<file path="src/rtl/layer_tile_scheduler.sv">
// ----------------------------------------------------------------------------
// layer_tile_scheduler
//
// Per-layer sequencer sitting between the main controller and the systolic
// PE array. A start_layer pulse latches the layer configuration. One cycle is
// then spent deriving the output-plane size, the per-tile OFM/weight strides
// and the number of filter groups. The filters are split into groups of
// SYSTOLIC_SIZE, and each group is issued as one start_tile / done_tile
// handshake. After the last group completes, done_layer is pulsed back to the
// controller.
//
// Ports:
//   clk, rst_n            clock, asynchronous active-low reset
//   start_layer           one-cycle layer start pulse (ignored while busy)
//   ifm_size .. upsample_mode, start_write_addr, start_read_addr
//                         layer configuration, sampled on start_layer
//   done_tile             one-cycle tile completion pulse from the datapath
//   start_tile            one-cycle tile start pulse
//   tile_num_filter       filters in the current tile (1..SYSTOLIC_SIZE)
//   tile_write_addr       OFM write base for the current tile
//   tile_read_addr        IFM read base (latched start_read_addr)
//   tile_weight_offset    weight offset for the current tile
//   busy                  high from CALC through DONE
//   done_layer            one-cycle layer completion pulse
// ----------------------------------------------------------------------------
module layer_tile_scheduler #(
    parameter int SYSTOLIC_SIZE = 16,
    parameter int OFM_RAM_SIZE  = 2378675,
    parameter int WGT_ADDR_W    = 23,
    localparam int ADDR_W       = $clog2(OFM_RAM_SIZE),
    localparam int TNF_W        = $clog2(SYSTOLIC_SIZE + 1)
) (
    input  logic                  clk,
    input  logic                  rst_n,
    input  logic                  start_layer,
    input  logic [8:0]            ifm_size,
    input  logic [10:0]           ifm_channel,
    input  logic [1:0]            kernel_size,
    input  logic [10:0]           num_filter,
    input  logic                  maxpool_mode,
    input  logic [1:0]            maxpool_stride,
    input  logic                  upsample_mode,
    input  logic [ADDR_W-1:0]     start_write_addr,
    input  logic [ADDR_W-1:0]     start_read_addr,
    input  logic                  done_tile,
    output logic                  start_tile,
    output logic [TNF_W-1:0]      tile_num_filter,
    output logic [ADDR_W-1:0]     tile_write_addr,
    output logic [ADDR_W-1:0]     tile_read_addr,
    output logic [WGT_ADDR_W-1:0] tile_weight_offset,
    output logic                  busy,
    output logic                  done_layer
);

    localparam logic [2:0] S_IDLE  = 3'd0;
    localparam logic [2:0] S_CALC  = 3'd1;
    localparam logic [2:0] S_ISSUE = 3'd2;
    localparam logic [2:0] S_WAIT  = 3'd3;
    localparam logic [2:0] S_DONE  = 3'd4;

    logic [2:0]            state;

    // Latched layer configuration
    logic [8:0]            cfg_ifm_size;
    logic [10:0]           cfg_ifm_channel;
    logic [1:0]            cfg_kernel_size;
    logic [10:0]           cfg_num_filter;
    logic                  cfg_maxpool_mode;
    logic [1:0]            cfg_maxpool_stride;
    logic                  cfg_upsample_mode;
    logic [ADDR_W-1:0]     cfg_start_write_addr;

    // Per-layer derived values and group bookkeeping
    logic [ADDR_W-1:0]     wr_step;
    logic [WGT_ADDR_W-1:0] wgt_step;
    logic [11:0]           num_groups;
    logic [11:0]           group;
    logic [10:0]           remaining;
    logic [10:0]           remaining_next;
    // Set on a non-final done_tile; the stride update happens in the
    // following cycle so the next start_tile lands two cycles after done_tile.
    logic                  advance_q;

    // Combinational derivation from the latched configuration
    logic [9:0]            conv_out;
    logic [10:0]           ofm;
    logic [ADDR_W-1:0]     ofm_a;
    logic [ADDR_W-1:0]     wr_step_c;
    logic [WGT_ADDR_W-1:0] wgt_step_c;
    logic [11:0]           num_groups_c;

    function automatic logic [TNF_W-1:0] clamp_tile(input logic [10:0] rem);
        if (rem >= 11'(SYSTOLIC_SIZE))
            return TNF_W'(SYSTOLIC_SIZE);
        return TNF_W'(rem);
    endfunction

    always_comb begin
        conv_out = 10'(cfg_ifm_size) - 10'(cfg_kernel_size) + 10'd1;
        ofm      = {1'b0, conv_out};
        // Pooling takes precedence over upsampling if both are set.
        if (cfg_maxpool_mode && (cfg_maxpool_stride == 2'd2))
            ofm = 11'(conv_out >> 1);
        else if (cfg_upsample_mode)
            ofm = {conv_out, 1'b0};
        ofm_a        = ADDR_W'(ofm);
        wr_step_c    = ofm_a * ofm_a * ADDR_W'(SYSTOLIC_SIZE);
        wgt_step_c   = WGT_ADDR_W'(cfg_ifm_channel) * WGT_ADDR_W'(cfg_kernel_size)
                     * WGT_ADDR_W'(cfg_kernel_size) * WGT_ADDR_W'(SYSTOLIC_SIZE);
        num_groups_c = ({1'b0, cfg_num_filter} + 12'(SYSTOLIC_SIZE - 1))
                     / 12'(SYSTOLIC_SIZE);
        remaining_next = remaining - 11'(SYSTOLIC_SIZE);
    end

    always_ff @(posedge clk or negedge rst_n) begin
        if (!rst_n) begin
            state                <= S_IDLE;
            cfg_ifm_size         <= '0;
            cfg_ifm_channel      <= '0;
            cfg_kernel_size      <= '0;
            cfg_num_filter       <= '0;
            cfg_maxpool_mode     <= 1'b0;
            cfg_maxpool_stride   <= '0;
            cfg_upsample_mode    <= 1'b0;
            cfg_start_write_addr <= '0;
            wr_step              <= '0;
            wgt_step             <= '0;
            num_groups           <= '0;
            group                <= '0;
            remaining            <= '0;
            advance_q            <= 1'b0;
            start_tile           <= 1'b0;
            tile_num_filter      <= '0;
            tile_write_addr      <= '0;
            tile_read_addr       <= '0;
            tile_weight_offset   <= '0;
            busy                 <= 1'b0;
            done_layer           <= 1'b0;
        end else begin
            start_tile <= 1'b0;
            done_layer <= 1'b0;
            case (state)
                S_IDLE: begin
                    // done_tile is meaningless here and is dropped.
                    if (start_layer) begin
                        cfg_ifm_size         <= ifm_size;
                        cfg_ifm_channel      <= ifm_channel;
                        cfg_kernel_size      <= kernel_size;
                        cfg_num_filter       <= num_filter;
                        cfg_maxpool_mode     <= maxpool_mode;
                        cfg_maxpool_stride   <= maxpool_stride;
                        cfg_upsample_mode    <= upsample_mode;
                        cfg_start_write_addr <= start_write_addr;
                        tile_read_addr       <= start_read_addr;
                        busy                 <= 1'b1;
                        state                <= S_CALC;
                    end
                end
                S_CALC: begin
                    wr_step            <= wr_step_c;
                    wgt_step           <= wgt_step_c;
                    num_groups         <= num_groups_c;
                    group              <= '0;
                    remaining          <= cfg_num_filter;
                    tile_write_addr    <= cfg_start_write_addr;
                    tile_weight_offset <= '0;
                    advance_q          <= 1'b0;
                    if (cfg_num_filter == 11'd0) begin
                        done_layer <= 1'b1;
                        state      <= S_DONE;
                    end else begin
                        start_tile      <= 1'b1;
                        tile_num_filter <= clamp_tile(cfg_num_filter);
                        state           <= S_ISSUE;
                    end
                end
                S_ISSUE: begin
                    state <= S_WAIT;
                end
                S_WAIT: begin
                    if (advance_q) begin
                        // Strides are accumulated rather than multiplied by group.
                        advance_q          <= 1'b0;
                        group              <= group + 12'd1;
                        tile_write_addr    <= tile_write_addr + wr_step;
                        tile_weight_offset <= tile_weight_offset + wgt_step;
                        remaining          <= remaining_next;
                        tile_num_filter    <= clamp_tile(remaining_next);
                        start_tile         <= 1'b1;
                        state              <= S_ISSUE;
                    end else if (done_tile) begin
                        if (group == num_groups - 12'd1) begin
                            done_layer <= 1'b1;
                            state      <= S_DONE;
                        end else begin
                            advance_q <= 1'b1;
                        end
                    end
                end
                S_DONE: begin
                    busy  <= 1'b0;
                    state <= S_IDLE;
                end
                default: begin
                    busy  <= 1'b0;
                    state <= S_IDLE;
                end
            endcase
        end
    end

endmodule

</file>
<file path="config.mk">
export PLATFORM = sky130hd
export DESIGN_NAME = layer_tile_scheduler
export DESIGN_NICKNAME = d
export VERILOG_FILES = /design/src/rtl/layer_tile_scheduler.sv
export SDC_FILE = /design/constraint.sdc
export NUM_CORES = 1
export LEC_CHECK = 0
export CAP_MARGIN = 20
export CELL_PAD_IN_SITES_DETAIL_PLACEMENT = 0
export CELL_PAD_IN_SITES_GLOBAL_PLACEMENT = 2
export CORE_UTILIZATION = 30
export DETAILED_ROUTE_END_ITERATION = 12
export MAX_ROUTING_LAYER = met4
export PLACE_DENSITY = 0.71
export SLEW_MARGIN = 10
export SYNTH_ARGS = -nofsm -noshare
export SYNTH_HDL_FRONTEND = slang
export SYNTH_SLANG_ARGS = --single-unit
</file>
<file path="constraint.sdc">
create_clock -name clk -period 14.3 [get_ports clk]
set_input_delay 4.29 -clock clk [delete_from_list [all_inputs] [get_ports clk]]
set_output_delay 4.29 -clock clk [all_outputs]
set_load 0.02 [all_outputs]
</file>
==> metrics.txt <==
synth warn=0; Worst setup SP type=flop; post-synth top area share=a little over a third; initial drt markers=between 400 and 500; crit-path max FO=25; Synth Area in Adders=between 10% and 20%; CTS tree=yes; Fin Setup TNS=0 ns; status=completed; Routed Antenna Nets=0; hold_buf cts=0; WS Path Type=flop to flop; DP Wirelength=roughly 26,000 um; cell count after synthesis=about 1.5k; commonest non-fill, non-tap cells in the layout=197 x dfrtp_1, 159 x nand2_1, 154 x clkdlybuf4s50_1, 140 x inv_1, 117 x nor2_1; share of cells above drive strength 1=under 10%; pin count of the biggest net entering global routing=96; CP Capture Type=flop; worst skew pair latency=around 0.50 ns; wirelength, routed=around 35,000 um; Crit-path slowest cell=dfrtp_1; post-placement cell area=between 0.015 and 0.02 sq mm; number of global-route vias before repair=~11k; unrepaired setup endpoints after global routing=false; commonest non-fill, non-tap cell in the layout=dfrtp_1; fin. max-slew vios=0; Slew headroom=between 40 and 50%; post-route clock period utilization=56.57%; synth top area cells=dfrtp_1 35%, fa_1 9.5%, ha_1 9.4%; WP data arrival=8.46 ns; asr flop ratio synth=100.0%; Crit path max-delay family=adder cells; cts repair resizes=0; mux contribution to synthesized area=under 10%; crit path buf inv count=6; io pins=between 150 and 200; clk sink count=approximately 200; gpl congestion=roughly 0.8; register area share after synthesis=34.85%; clock skew=0.01788 ns; synthesis-stage register bit count=197; worst setup margin=a little over 6 ns; GRT Util Overall=16.25%; Slowest Stage Delay on Critical Path=0.77 ns; fill count=approximately 4.8k; port bufs=around 160; drt first pass iters=7; Initial Utilization=~30%; pre-CTS setup slack=6.157 ns; Post-Syn Area=approximately 0.014 sq mm; CTS H-tree lvls=4; number of synthesized flops with an enable pin=0; Reg clk slew, reported paths=around 0.080 ns; antenna cells=0; area grow syn2layout=20.25%; final net count=between 1.5k and 2k; drc violations=0; Worst Hold Class=flop to flop; Compound-Gate Fraction of Synth Area=a little over an eighth; fin area=around 0.017 sq mm; via-per-instance ratio=between 4 and 5; wire per inst=around 16 um; Core Footprint=0.04656 sq mm; antenna violations before repair=0; FMAX=123.6 MHz; library cells used by synthesis=79; Post-CTS Setup Bufs=0; Synth Area in Simple Gates=15.43%; Worst Tran Pin Value=around 0.82 ns; Avg Inst Size Synth=about 9.5 sq um; xor/xnor share of the synthesized area=5.997%; first-pass GRT wire length=58,460 um; clock buffer depth=2; Vias=around 11k; Die Span X=roughly 220 um; Final Hold Viols=0; CP required=14.67 ns; clk root buf=clkbuf_16; predominant post-synthesis flop cell=dfrtp_1; row cnt=79; largest family of logic cells by synthesized area=adder cells; Yosys top cell by area=dfrtp_1; Final min period=approximately 8.1 ns; GRT overflow=0; Die Footprint=roughly 0.048 sq mm; CTS Buf Count=17; total of max-cap violations=0; Finish-stage setup viols=0; die height=219.1 um
==> sequential cells by signal, indices dropped and copies added, names as in the netlist, 2 cells and up <==
name,count
cfg_ifm_channel,11
tile_weight_offset,19
num_groups,8
wgt_step,15
group,12
wr_step,17
state,3
tile_read_addr,22
tile_num_filter,5
cfg_ifm_size,9
cfg_start_write_addr,22
cfg_num_filter,11
cfg_maxpool_stride,2
cfg_kernel_size,2
remaining,11
tile_write_addr,22
==> Yosys cell counts (6+ instances only) <==
cell / instances
xor2_1: 38
a21oi_1: 56
ha_1: 106
fa_1: 67
clkbuf_1: 44
a21o_1: 19
a31oi_1: 12
nand4_1: 7
nand3_1: 34
o21bai_1: 10
nor2_1: 120
dfrtp_1: 197
o21a_1: 8
o21ai_1: 12
nor2b_1: 6
and2_1: 43
o21ai_0: 94
mux2_2: 71
o31ai_1: 9
o211ai_1: 8
and3_1: 14
xnor2_1: 57
nand2_1: 160
nand3b_1: 7
a22oi_1: 13
nor3_1: 25
a211o_1: 6
nand2b_1: 17
or3_1: 6
inv_1: 140
==> cell families after synthesis <==
family / Yosys count
compound gates: 290
xor+xnor: 96
fa+ha+maj: 173
buf+inv: 194
flops: 197
mux: 78
other cells: 2
simple gates: 465
==> stage by stage <==
step / instances / hold WS (ns) / util, %
2_1_floorplan: 1499 / 0.4348 / -
3_3_place_gp: 2218 / 0.4447 / 35.15
3_5_place_dp: 2218 / 0.4541 / 35.15
4_1_cts: 2250 / 0.4771 / 36.49
5_1_grt: 2251 / 0.4995 / 36.53
6_report: 2251 / 0.4713 / 36.53
==> final cells by class <==
type / count / area, sq um / area share [%]
Multi-Input combinational cell: 1108 / 8509 / 50.03
Sequential cell: 197 / 4930 / 28.98
Timing Repair Buffer: 167 / 1659 / 9.754
Tap cell: 607 / 759.5 / 4.465
Inverter: 140 / 525.5 / 3.090
Clock buffer: 18 / 439.2 / 2.582
Clock inverter: 14 / 186.4 / 1.096
==> tightest hold or removal path, cell delays in order (launching register included) <==
cell and delay (ns):
dfrtp_1 0.34, nand2_1 0.05, nand2_1 0.05
==> path summary, 6_finish.rpt <==
path	start	to	slack, ns	cells after the start
worst max-delay path	cfg_kernel_size[1]	wr_step[21]	6.21	29
worst min-delay path	cfg_start_write_addr[0]	tile_write_addr[0]	0.47	2
worst max register to register	cfg_kernel_size[1]	wr_step[21]	6.21	29
worst min register to register	cfg_start_write_addr[0]	tile_write_addr[0]	0.47	2
max in group asynchronous	rst_n	cfg_num_filter[4]	9.11	2
min in group asynchronous	rst_n	cfg_ifm_size[8]	3.80	1
==> per-layer routing <==
layer,vias to the layer above,GRT usage (%),wire length [um]
met5,-,-,0
met4,0,4.676,427
met3,23,2.869,958
met2,130,25.93,16650
met1,5181,21.05,17420
li1,5344,-,-
Power is left out: the tool's default activity adds up to more than one toggle a clock period on the data nets, which glitch-free logic cannot reach.
